--- src/rtl/instruction_loader.sv ---
// Instruction memory loader: takes a framed byte stream (0xA5, count hi,
// count lo, count*4 data bytes), packs big-endian 32-bit words and writes
// them to the instruction RAM starting at word 0. It holds the core in reset
// while the load is in progress.
module instruction_loader #(
    parameter int ADDR_W    = 16,
    parameter int MEM_WORDS = 65536
) (
    input  logic              clk,
    input  logic              rst_n,
    input  logic [7:0]        rx_data,
    input  logic              rx_valid,
    output logic              rx_ready,
    output logic [ADDR_W-1:0] wa,
    output logic [31:0]       wd,
    output logic              we,
    output logic              core_rst_n,
    output logic              done,
    output logic              error
);

    localparam logic [2:0] S_IDLE   = 3'd0;
    localparam logic [2:0] S_CNT_HI = 3'd1;
    localparam logic [2:0] S_CNT_LO = 3'd2;
    localparam logic [2:0] S_DATA   = 3'd3;
    localparam logic [2:0] S_WRITE  = 3'd4;
    localparam logic [2:0] S_FINISH = 3'd5;

    localparam logic [31:0] LP_MAX_WORDS = 32'(MEM_WORDS);

    logic [2:0]        r_state;
    logic [7:0]        r_cnt_hi;
    logic [15:0]       r_count;
    // One bit wider than wa so a full-memory load reaches MEM_WORDS without wrapping.
    logic [ADDR_W:0]   r_wcnt;
    logic [1:0]        r_bidx;
    logic [23:0]       r_asm;
    logic [ADDR_W-1:0] r_wa;
    logic [31:0]       r_wd;
    logic              r_we;
    logic              r_core_rst_n;
    logic              r_done;
    logic              r_error;

    logic              w_accept_state;
    logic              w_xfer;
    logic [15:0]       w_count;
    logic [ADDR_W:0]   w_wnext;
    logic              w_too_big;
    logic              w_last;

    // Byte acceptance depends only on state; gated by rst_n so it reads 0 while in reset.
    assign w_accept_state = (r_state == S_IDLE) || (r_state == S_CNT_HI) ||
                            (r_state == S_CNT_LO) || (r_state == S_DATA);
    assign rx_ready  = rst_n & w_accept_state;
    assign w_xfer    = rx_valid & rx_ready;
    assign w_count   = {r_cnt_hi, rx_data};
    assign w_too_big = ({16'd0, w_count} > LP_MAX_WORDS);
    assign w_wnext   = r_wcnt + 1'b1;
    assign w_last    = (32'(w_wnext) == 32'(r_count));

    assign wa         = r_wa;
    assign wd         = r_wd;
    assign we         = r_we;
    assign core_rst_n = r_core_rst_n;
    assign done       = r_done;
    assign error      = r_error;

    // Frame parser FSM; the write strobe is raised on entry to WRITE and dropped after one cycle.
    always_ff @(posedge clk or negedge rst_n) begin
        if (!rst_n) begin
            r_state      <= S_IDLE;
            r_cnt_hi     <= 8'd0;
            r_count      <= 16'd0;
            r_wcnt       <= '0;
            r_bidx       <= 2'd0;
            r_asm        <= 24'd0;
            r_wa         <= '0;
            r_wd         <= 32'd0;
            r_we         <= 1'b0;
            r_core_rst_n <= 1'b1;
            r_done       <= 1'b0;
            r_error      <= 1'b0;
        end else begin
            r_we <= 1'b0;
            case (r_state)
                S_IDLE: begin
                    // Non-sync bytes are consumed and dropped.
                    if (w_xfer && rx_data == 8'hA5) begin
                        r_state      <= S_CNT_HI;
                        r_core_rst_n <= 1'b0;
                        r_done       <= 1'b0;
                        r_error      <= 1'b0;
                        r_wcnt       <= '0;
                        r_bidx       <= 2'd0;
                    end
                end
                S_CNT_HI: begin
                    if (w_xfer) begin
                        r_cnt_hi <= rx_data;
                        r_state  <= S_CNT_LO;
                    end
                end
                S_CNT_LO: begin
                    if (w_xfer) begin
                        r_count <= w_count;
                        if (w_count == 16'd0) begin
                            r_state <= S_FINISH;
                        end else if (w_too_big) begin
                            r_state      <= S_IDLE;
                            r_error      <= 1'b1;
                            r_core_rst_n <= 1'b1;
                        end else begin
                            r_state <= S_DATA;
                        end
                    end
                end
                S_DATA: begin
                    if (w_xfer) begin
                        r_asm  <= {r_asm[15:0], rx_data};
                        r_bidx <= r_bidx + 2'd1;
                        if (r_bidx == 2'd3) begin
                            r_we    <= 1'b1;
                            r_wa    <= r_wcnt[ADDR_W-1:0];
                            r_wd    <= {r_asm, rx_data};
                            r_state <= S_WRITE;
                        end
                    end
                end
                S_WRITE: begin
                    r_wcnt  <= w_wnext;
                    r_state <= w_last ? S_FINISH : S_DATA;
                end
                S_FINISH: begin
                    r_done       <= 1'b1;
                    r_core_rst_n <= 1'b1;
                    r_state      <= S_IDLE;
                end
                default: r_state <= S_IDLE;
            endcase
        end
    end

endmodule

--- config.mk ---
export PLATFORM = sky130hd
export DESIGN_NAME = instruction_loader
export DESIGN_NICKNAME = d
export VERILOG_FILES = /design/src/rtl/instruction_loader.sv
export SDC_FILE = /design/constraint.sdc
export NUM_CORES = 1
export LEC_CHECK = 0
export CAP_MARGIN = 20
export CELL_PAD_IN_SITES_DETAIL_PLACEMENT = 0
export CELL_PAD_IN_SITES_GLOBAL_PLACEMENT = 1
export CORE_MARGIN = 5
export CORE_UTILIZATION = 35
export CTS_CLUSTER_DIAMETER = 50
export CTS_CLUSTER_SIZE = 14
export DETAILED_ROUTE_END_ITERATION = 8
export PLACE_DENSITY = 0.66
export SLEW_MARGIN = 15
export SYNTH_ARGS = -nofsm -noshare
export SYNTH_HDL_FRONTEND = slang
export SYNTH_SLANG_ARGS = --single-unit
--- constraint.sdc ---
create_clock -name clk -period 3.4 [get_ports clk]
set_input_delay 0.68 -clock clk [delete_from_list [all_inputs] [get_ports clk]]
set_output_delay 0.68 -clock clk [all_outputs]
set_load 0.02 [all_outputs]
# [After elaboration in Yosys (flattened, before gate mapping)]
# Cells that the tools add are included.
[classes] add_sub_neg=2 n_eq_ne=13 muxes=18 bitwise_logic=2 n_reduce_logical=17
[op_table] op="$pmux W17 S2" n=1
[op_table] op="$mux W3" n=7
[op_table] op="$add A17 B1 Y17 const B" n=1
[op_table] op="$eq A17 B16 Y1" n=1
[op_table] op="$mux W17" n=1
[op_table] op="$logic_not A16 Y1" n=1
[op_table] op="$pmux W3 S5" n=1
[op_table] op="$reduce_and A2 Y1" n=5
[op_table] op="$eq A8 B8 Y1 const B" n=1
[op_table] op="$eq A3 B2 Y1 const B" n=2
[op_table] op="$eq A3 B3 Y1 const B" n=2
[op_table] op="$ne A2 B2 Y1 const B" n=3
[op_table] op="$reduce_and A3 Y1" n=2
[op_table] op="$reduce_bool A2 Y1" n=3
[op_table] op="$reduce_and A5 Y1" n=1
[op_table] op="$mux W1" n=4
[op_table] op="$mux W2" n=2
[op_table] op="$ne A2 B1 Y1 const B" n=2
[op_table] op="$pmux W2 S2" n=1
[op_table] op="$eq A3 B1 Y1 const B" n=1
[op_table] op="$logic_not A3 Y1" n=1
[op_table] op="$logic_or A1 B1 Y1" n=3
[op_table] op="$add A2 B1 Y2 const B" n=1
[op_table] op="$and A1 B1 Y1" n=2
[op_table] op="3 further kinds" n=3
[totals] reg_bits=121 inputBits=11 output_inout_bits=53 elab_cells=63

# [Logic depth before layout (Yosys ltp)]
# Gate-level depths: netlist (run 1).
[depth] depth_word=9 depth_mapped=8 mapped_depth_nobuf=7

# [Worst setup path after synthesis (run 1)]
# OpenSTA, ideal clock, no wires.
[synth_timing] path_kind="flip-flop to flip-flop" startpoint="reg r_wcnt[0]" endpoint="reg r_state[1]" setup_ps=131 t_arrival_ps=2034 required_time_ps=3269 path_slack_ps=1235 stages_incl_launch_ff=8 n_path_buf=0 period_less_slack_ps=2165 cell_sequence="dfrtp_1 ha_1 and3_4 nand2b_4 nor3_1 mux2_2 nor4_1 a31oi_1"
[synth_via] elab_chain_len=4
[synth_lines] element="start, declared" line_no="35" text="logic [ADDR_W:0] r_wcnt;"
[synth_lines] element="start signal, assigned" line_no="131" text="r_wcnt <= w_wnext;"
[synth_lines] element="$add A17 B1 Y17" line_no="59" text="assign w_wnext = r_wcnt + 1'b1;"
[synth_lines] element="$eq A17 B16 Y1" line_no="60" text="assign w_last = (32'(w_wnext) == 32'(r_count));"
[synth_lines] element="$mux W3" line_no="132" text="r_state <= w_last ? S_FINISH : S_DATA;"
[synth_lines] element="$pmux W3 S5" line_no="86" text="case (r_state)"
[synth_lines] element="end signal, assigned" line_no="132"
[synth_lines] element="end, declared" line_no="31" text="logic [2:0] r_state;"
# Every way passes these cells.
# A chain may end at the register's enable or synchronous reset.

# [Final worst setup path (run 1)]
# Ends and elaborated chain as after synthesis.

==> results.cfg, run 1 <==
[outcome]
status = completed

[timing]
max_slew_margin_pct = 49.33
setup_tns_ns = 0
rsz0062_at_grt = false
fmax_ghz = 0.4069
clock_skew_ns = 0.009570
worstMarginPinSlew_ns = 0.7600
hold_viol = 0
period_minus_slack_ns = 2.458
hold_slack_ns = 0.08400
setup_viol = 0
finalCritPeriodShare_pct = 72.29
maxSlewViolCount = 0

[synth]
ys_seq_area_share_pct = 55.51
synthTopCellsByArea = dfrtp_1, mux2_2, nand2_1
synthesis.nets = 502
ys_types = 62
synth-warning-count = 0
yosysMostFrequentCell = dfrtp_1
synth_cells = 489
netlist_top_cells_count = dfrtp_1, nand2_1, mux2_2
avgSynthCellArea_um2 = 11.16
synth.top_cell.area_share_pct = 55.03
syn_area_um2 = 5456
synthArstFlopShare_pct = 100.0
synthFlopType = dfrtp_1
synth_top_area_cell = dfrtp_1
synth-seq-cells = 121
synth-edff-count = 0

[grt]
antenna_found_initial = 0
grt_max_degree = 86
overflow = 0
grt_use_total_pct = 14.05
grt_pass1_wl_um = 20100
grt_pass1_vias = 3819

[critical_path]
r2r-start = r_wcnt[0]
critical_path_arrival_ns = 2.73
critPathRequiredTime_ns = 3.67
r2r-end = r_state[1]
path_class = reg -> reg
crit_fanout = 7
r2r_cells = 7
startpoint_type = flop
r2r_setup_slack_ns = 0.94
critPathCaptureType = flop

[power_and_ir_drop]
irDropWorstVdd_mv = 0.5854
powerDensity_nw_per_um2 = 967.4
power.total_uw = 6664
leakage_uw = 0.003020

[floorplanning]
fp.dieW_um = 134.9
start_util_pct = 35.76
rows = 45
ioPinCount = 64
fp.coreArea_um2 = 15260
dieHeight_um = 134.9
die_area_um2 = 18190

[final_layout]
fin_cells = 777
fin_nets = 566
syn_to_final_growth_pct = 26.26
drive_gt1_share_pct = 22.79
fin_util_pct = 45.15
diodes = 0

[placement]
hpwl_um = 8675
gp_congestion = 0.8298
dpl.cell_count = 745
portBuffers = 62

[cts]
cts_resized = 0
htree_levels = 4
clk_latency_ns = 0.41
cts_buffers = 17
tritoncts = done
clockRootBuffer = clkbuf_16
clock_sinks = 121
clkTransAtPathRegs_ns = 0.05
clock_path_buffers = 2
cts_setup_buffers = 0
ctsHoldBuffers = 0

[routing]
wl_per_cell_um = 15.61
drt_iter0_drc = 254
vias = 3825
via_per_inst = 4.923
drt-pass1-iter-count = 4
ant_nets = 0
drt_wl_total_um = 12130
drc = 0

[hold_path]
worstHoldPathType = in -> async

[run]
maxCapViolCount = 0
==> flip-flops by register name, indices dropped and copies added, names as in the netlist <==
name / flops
core_rst_n: 1
done: 1
r_asm: 24
r_bidx: 2
r_cnt_hi: 8
r_count: 16
r_state: 3
r_wcnt: 17
wa: 16
wd: 32
we: 1
==> per-stage QoR <==
| stage | cell area [um2] | setup WS [ns] |
|---|---|---|
| after floorplan | 5456 | 1.235 |
| after global placement | 6284 | 0.7212 |
| after detailed placement | 6284 | 0.7037 |
| after CTS | 6885 | 0.9228 |
| after global routing | 6889 | 0.7039 |
| final | 6889 | 0.9422 |
==> layout by cell type, fill, tap and decap left out, drive strengths merged, types with 2 or more instances in the layout <==
cell type,n
a22o,2
nor3,5
nor2,30
nand2,94
ha,2
o21ai,31
nor3b,2
mux2,70
a211oi,4
o31ai,5
nand2b,4
nand4,5
clkbuf,22
clkinv,4
inv,6
buf,9
o41ai,2
xor2,8
a21oi,16
xnor2,13
and4,2
dfrtp,120
nand3,9
and3,4
clkdlybuf4s50,61
nor2b,2
nor4,8
clkinvlp,4
bufinv,2
==> per-layer routing <==
metal | up-vias | GRT usage, % | wire length (um) | share of wire (%)
met3 | 14 | 3.279 | 501 | 4.1
met1 | 1892 | 19.58 | 5818 | 48
met2 | 84 | 20.96 | 5597 | 46
li1 | 1835 | - | - | -
met5 | - | 0 | 0 | 0
met4 | 0 | 6.109 | 215 | 1.8
==> report_power, final <==
part	internal, uW	total (uW)	switching (uW)
clock network	1150	1780	624
registers	2040	2610	573
logic	1170	2270	1110
total	4360	6660	2300
==> cells by family after synthesis <==
family,synth area share [%]
simple gates,15.59
buf+inv,2.523
other cells,0.06873
mux,14.45
flops,55.51
fa+ha+maj,0.4585
xor+xnor,3.508
compound gates,7.889
==> critical path, stage by stage, from the launching register on <==
cell and delay (ns):
dfrtp_1 0.48, ha_1 0.34, and3_4 0.25, nand2b_4 0.08, nor3_1 0.39, mux2_2 0.40, nor4_1 0.25, a31oi_1 0.12
==> worst max path at each step <==
| stage | slack, ns | start | cells past startpoint | endpoint |
|---|---|---|---|---|
| 4_1_cts | 0.92 | r_wcnt[0] | 7 | r_state[1] |
| 3_5_place_dp | 0.70 | rx_data[1] | 8 | r_wcnt[10] |
| 5_1_grt | 0.70 | r_wcnt[0] | 7 | r_state[1] |
| 2_1_floorplan | 1.23 | r_wcnt[0] | 7 | r_state[1] |
| 3_3_place_gp | 0.72 | rx_data[3] | 7 | r_state[1] |
| 6_report | 0.94 | r_wcnt[0] | 7 | r_state[1] |
==> final cells by class <==
class	instances	area [um2]
Clock buffer	22	484.2
Inverter	6	22.52
Sequential cell	121	3029
Fill cell	1434	8369
Tap cell	211	264.0
Clock inverter	10	117.6
Multi-Input combinational cell	337	2290
Timing Repair Buffer	70	681.9
Note: power is estimated with default switching activity, not from simulation.
==> run 2, diff against run 1 <==
--- a/config.mk
+++ b/config.mk
@@ -13,7 +13,7 @@
 export CTS_CLUSTER_DIAMETER = 50
 export CTS_CLUSTER_SIZE = 14
 export DETAILED_ROUTE_END_ITERATION = 8
-export PLACE_DENSITY = 0.66
+export PLACE_DENSITY = 0.69
 export SLEW_MARGIN = 15
 export SYNTH_ARGS = -nofsm -noshare
 export SYNTH_HDL_FRONTEND = slang
==> constraint.sdc (replaced) <==
create_clock -name clk -period 2.14 [get_ports clk]
set_input_delay 0.428 -clock clk [delete_from_list [all_inputs] [get_ports clk]]
set_output_delay 0.428 -clock clk [all_outputs]
set_load 0.02 [all_outputs]
==> run 2 against run 1 <==
Critical path depth shrank 1. Utilization grew 2.2 points. Clock skew shrank 0.0043 ns. Critical path type unchanged. Largest cell class unchanged. Highest routed layer unchanged.
==> results.cfg, run 2 (synthesis results as in run 1) <==
[outcome]
status = completed

[placement]
portBuffers = 62
hpwl_um = 9143
dpl.cell_count = 782
gp_congestion = 0.8123

[timing]
hold_slack_ns = 0.01418
max_slew_margin_pct = 63.68
clock_skew_ns = 0.005246
period_minus_slack_ns = 2.039
hold_viol = 0
worstMarginPinSlew_ns = 0.5449
setup_viol = 0
finalCritPeriodShare_pct = 95.28
maxSlewViolCount = 0
rsz0062_at_grt = false
fmax_ghz = 0.4905

[routing]
drc = 0
vias = 4008
via_per_inst = 4.918
drt_wl_total_um = 12760
drt_iter0_drc = 161
ant_nets = 0
drt-pass1-iter-count = 4
wl_per_cell_um = 15.66

[floorplanning]
die_area_um2 = 18190
start_util_pct = 35.76
dieHeight_um = 134.9
rows = 45
ioPinCount = 64
fp.dieW_um = 134.9
fp.coreArea_um2 = 15260

[grt]
grt_use_total_pct = 15.00
antenna_found_initial = 0
overflow = 0
grt_pass1_wl_um = 21410
grt_pass1_vias = 4053
grt_max_degree = 43

[power_and_ir_drop]
powerDensity_nw_per_um2 = 1514
leakage_uw = 0.003212
irDropWorstVdd_mv = 0.6411
power.total_uw = 10930

[critical_path]
path_class = reg -> reg
critPathCaptureType = flop
startpoint_type = flop
crit_fanout = 9
critical_path_arrival_ns = 2.34
critPathRequiredTime_ns = 2.45

[cts]
clock_path_buffers = 2
htree_levels = 4
clock_sinks = 121
clk_latency_ns = 0.42
clockRootBuffer = clkbuf_16
tritoncts = done
clkTransAtPathRegs_ns = 0.06
cts_buffers = 17
cts_setup_buffers = 0

[final_layout]
largest_register_ffs = 32
final_cell_mix = dfrtp_1, nand2_1, mux2_2
fin_nets = 604
n_fill_cell = 1433
syn_to_final_growth_pct = 32.40
drive_gt1_share_pct = 27.81
diodes = 0
final_common_cell = dfrtp_1
fin_cells = 815

[run]
maxCapViolCount = 0

[hold_path]
worstHoldPathType = in -> async
run 2: critical path, cell delays in order, from the launching register on:
cell and delay (ns):
dfrtp_1 0.49, buf_4 0.17, nand4_4 0.16, or4b_4 0.61
xnor2_2 0.17, nor3_1 0.07, a41o_1 0.24
run 2: report_power, final:
group | switching, uW | leakage (uW) | internal (uW) | total [uW]
Sequential | 785 | 0.00147 | 3240 | 4030
Clock | 1030 | 0.000282 | 1800 | 2830
Combinational | 1990 | 0.00146 | 2090 | 4080
run 2: path summary, 6_finish.rpt:
path	cells past startpoint	slack, ns	end	start
setup reg to reg	6	0.10	r_state[2]	r_wcnt[2]
min in group clk	2	0.46	wd[29]	r_asm[21]
max in group asynchronous	3	1.03	r_asm[7]	rst_n
hold reg to reg	2	0.46	wd[29]	r_asm[21]
hold / removal	1	0.01	core_rst_n	rst_n
setup / recovery	6	0.10	r_state[2]	r_wcnt[2]
run 2: area by class of cell:
class / instances / area, um2 / share of cell area (%)
Sequential cell: 121 / 3029 / 41.93
Multi-Input combinational cell: 337 / 2313 / 32.02
Timing Repair Buffer: 108 / 1002 / 13.87
Clock buffer: 22 / 474.2 / 6.564
Tap cell: 211 / 264.0 / 3.654
Clock inverter: 10 / 118.9 / 1.645
Inverter: 6 / 22.52 / 0.3117
run 2: per-stage QoR:
stage          utilization, %  setup TNS, ns  area, um2  setup slack [ns]
2_1_floorplan               -              0       5459           0.01533
3_3_place_gp            43.26         -2.840       6601           -0.1709
3_5_place_dp            43.26         -2.697       6601           -0.1403
4_1_cts                 47.21              0       7203           0.01662
5_1_grt                 47.35              0       7224          0.007861
6_report                47.35              0       7224            0.1011
run 2: per-layer routing:
metal  vias to the layer above  part of all wire (%)  track usage, %
met5                         -                     0               0
met2                        79                    46           22.29
li1                       1909                     -               -
met4                         0                   1.2           5.543
met1                      2008                    49           20.90
met3                        12                   4.1           4.247
run 2: timing repair:
| item | CTS | global route |
|---|---|---|
| gates resized for setup | 1 | 3 |
| hold buffers | 1 | 0 |
| endpoints found under the hold margin | 6 | 0 |
| endpoints found under the setup margin | 1 | 2 |
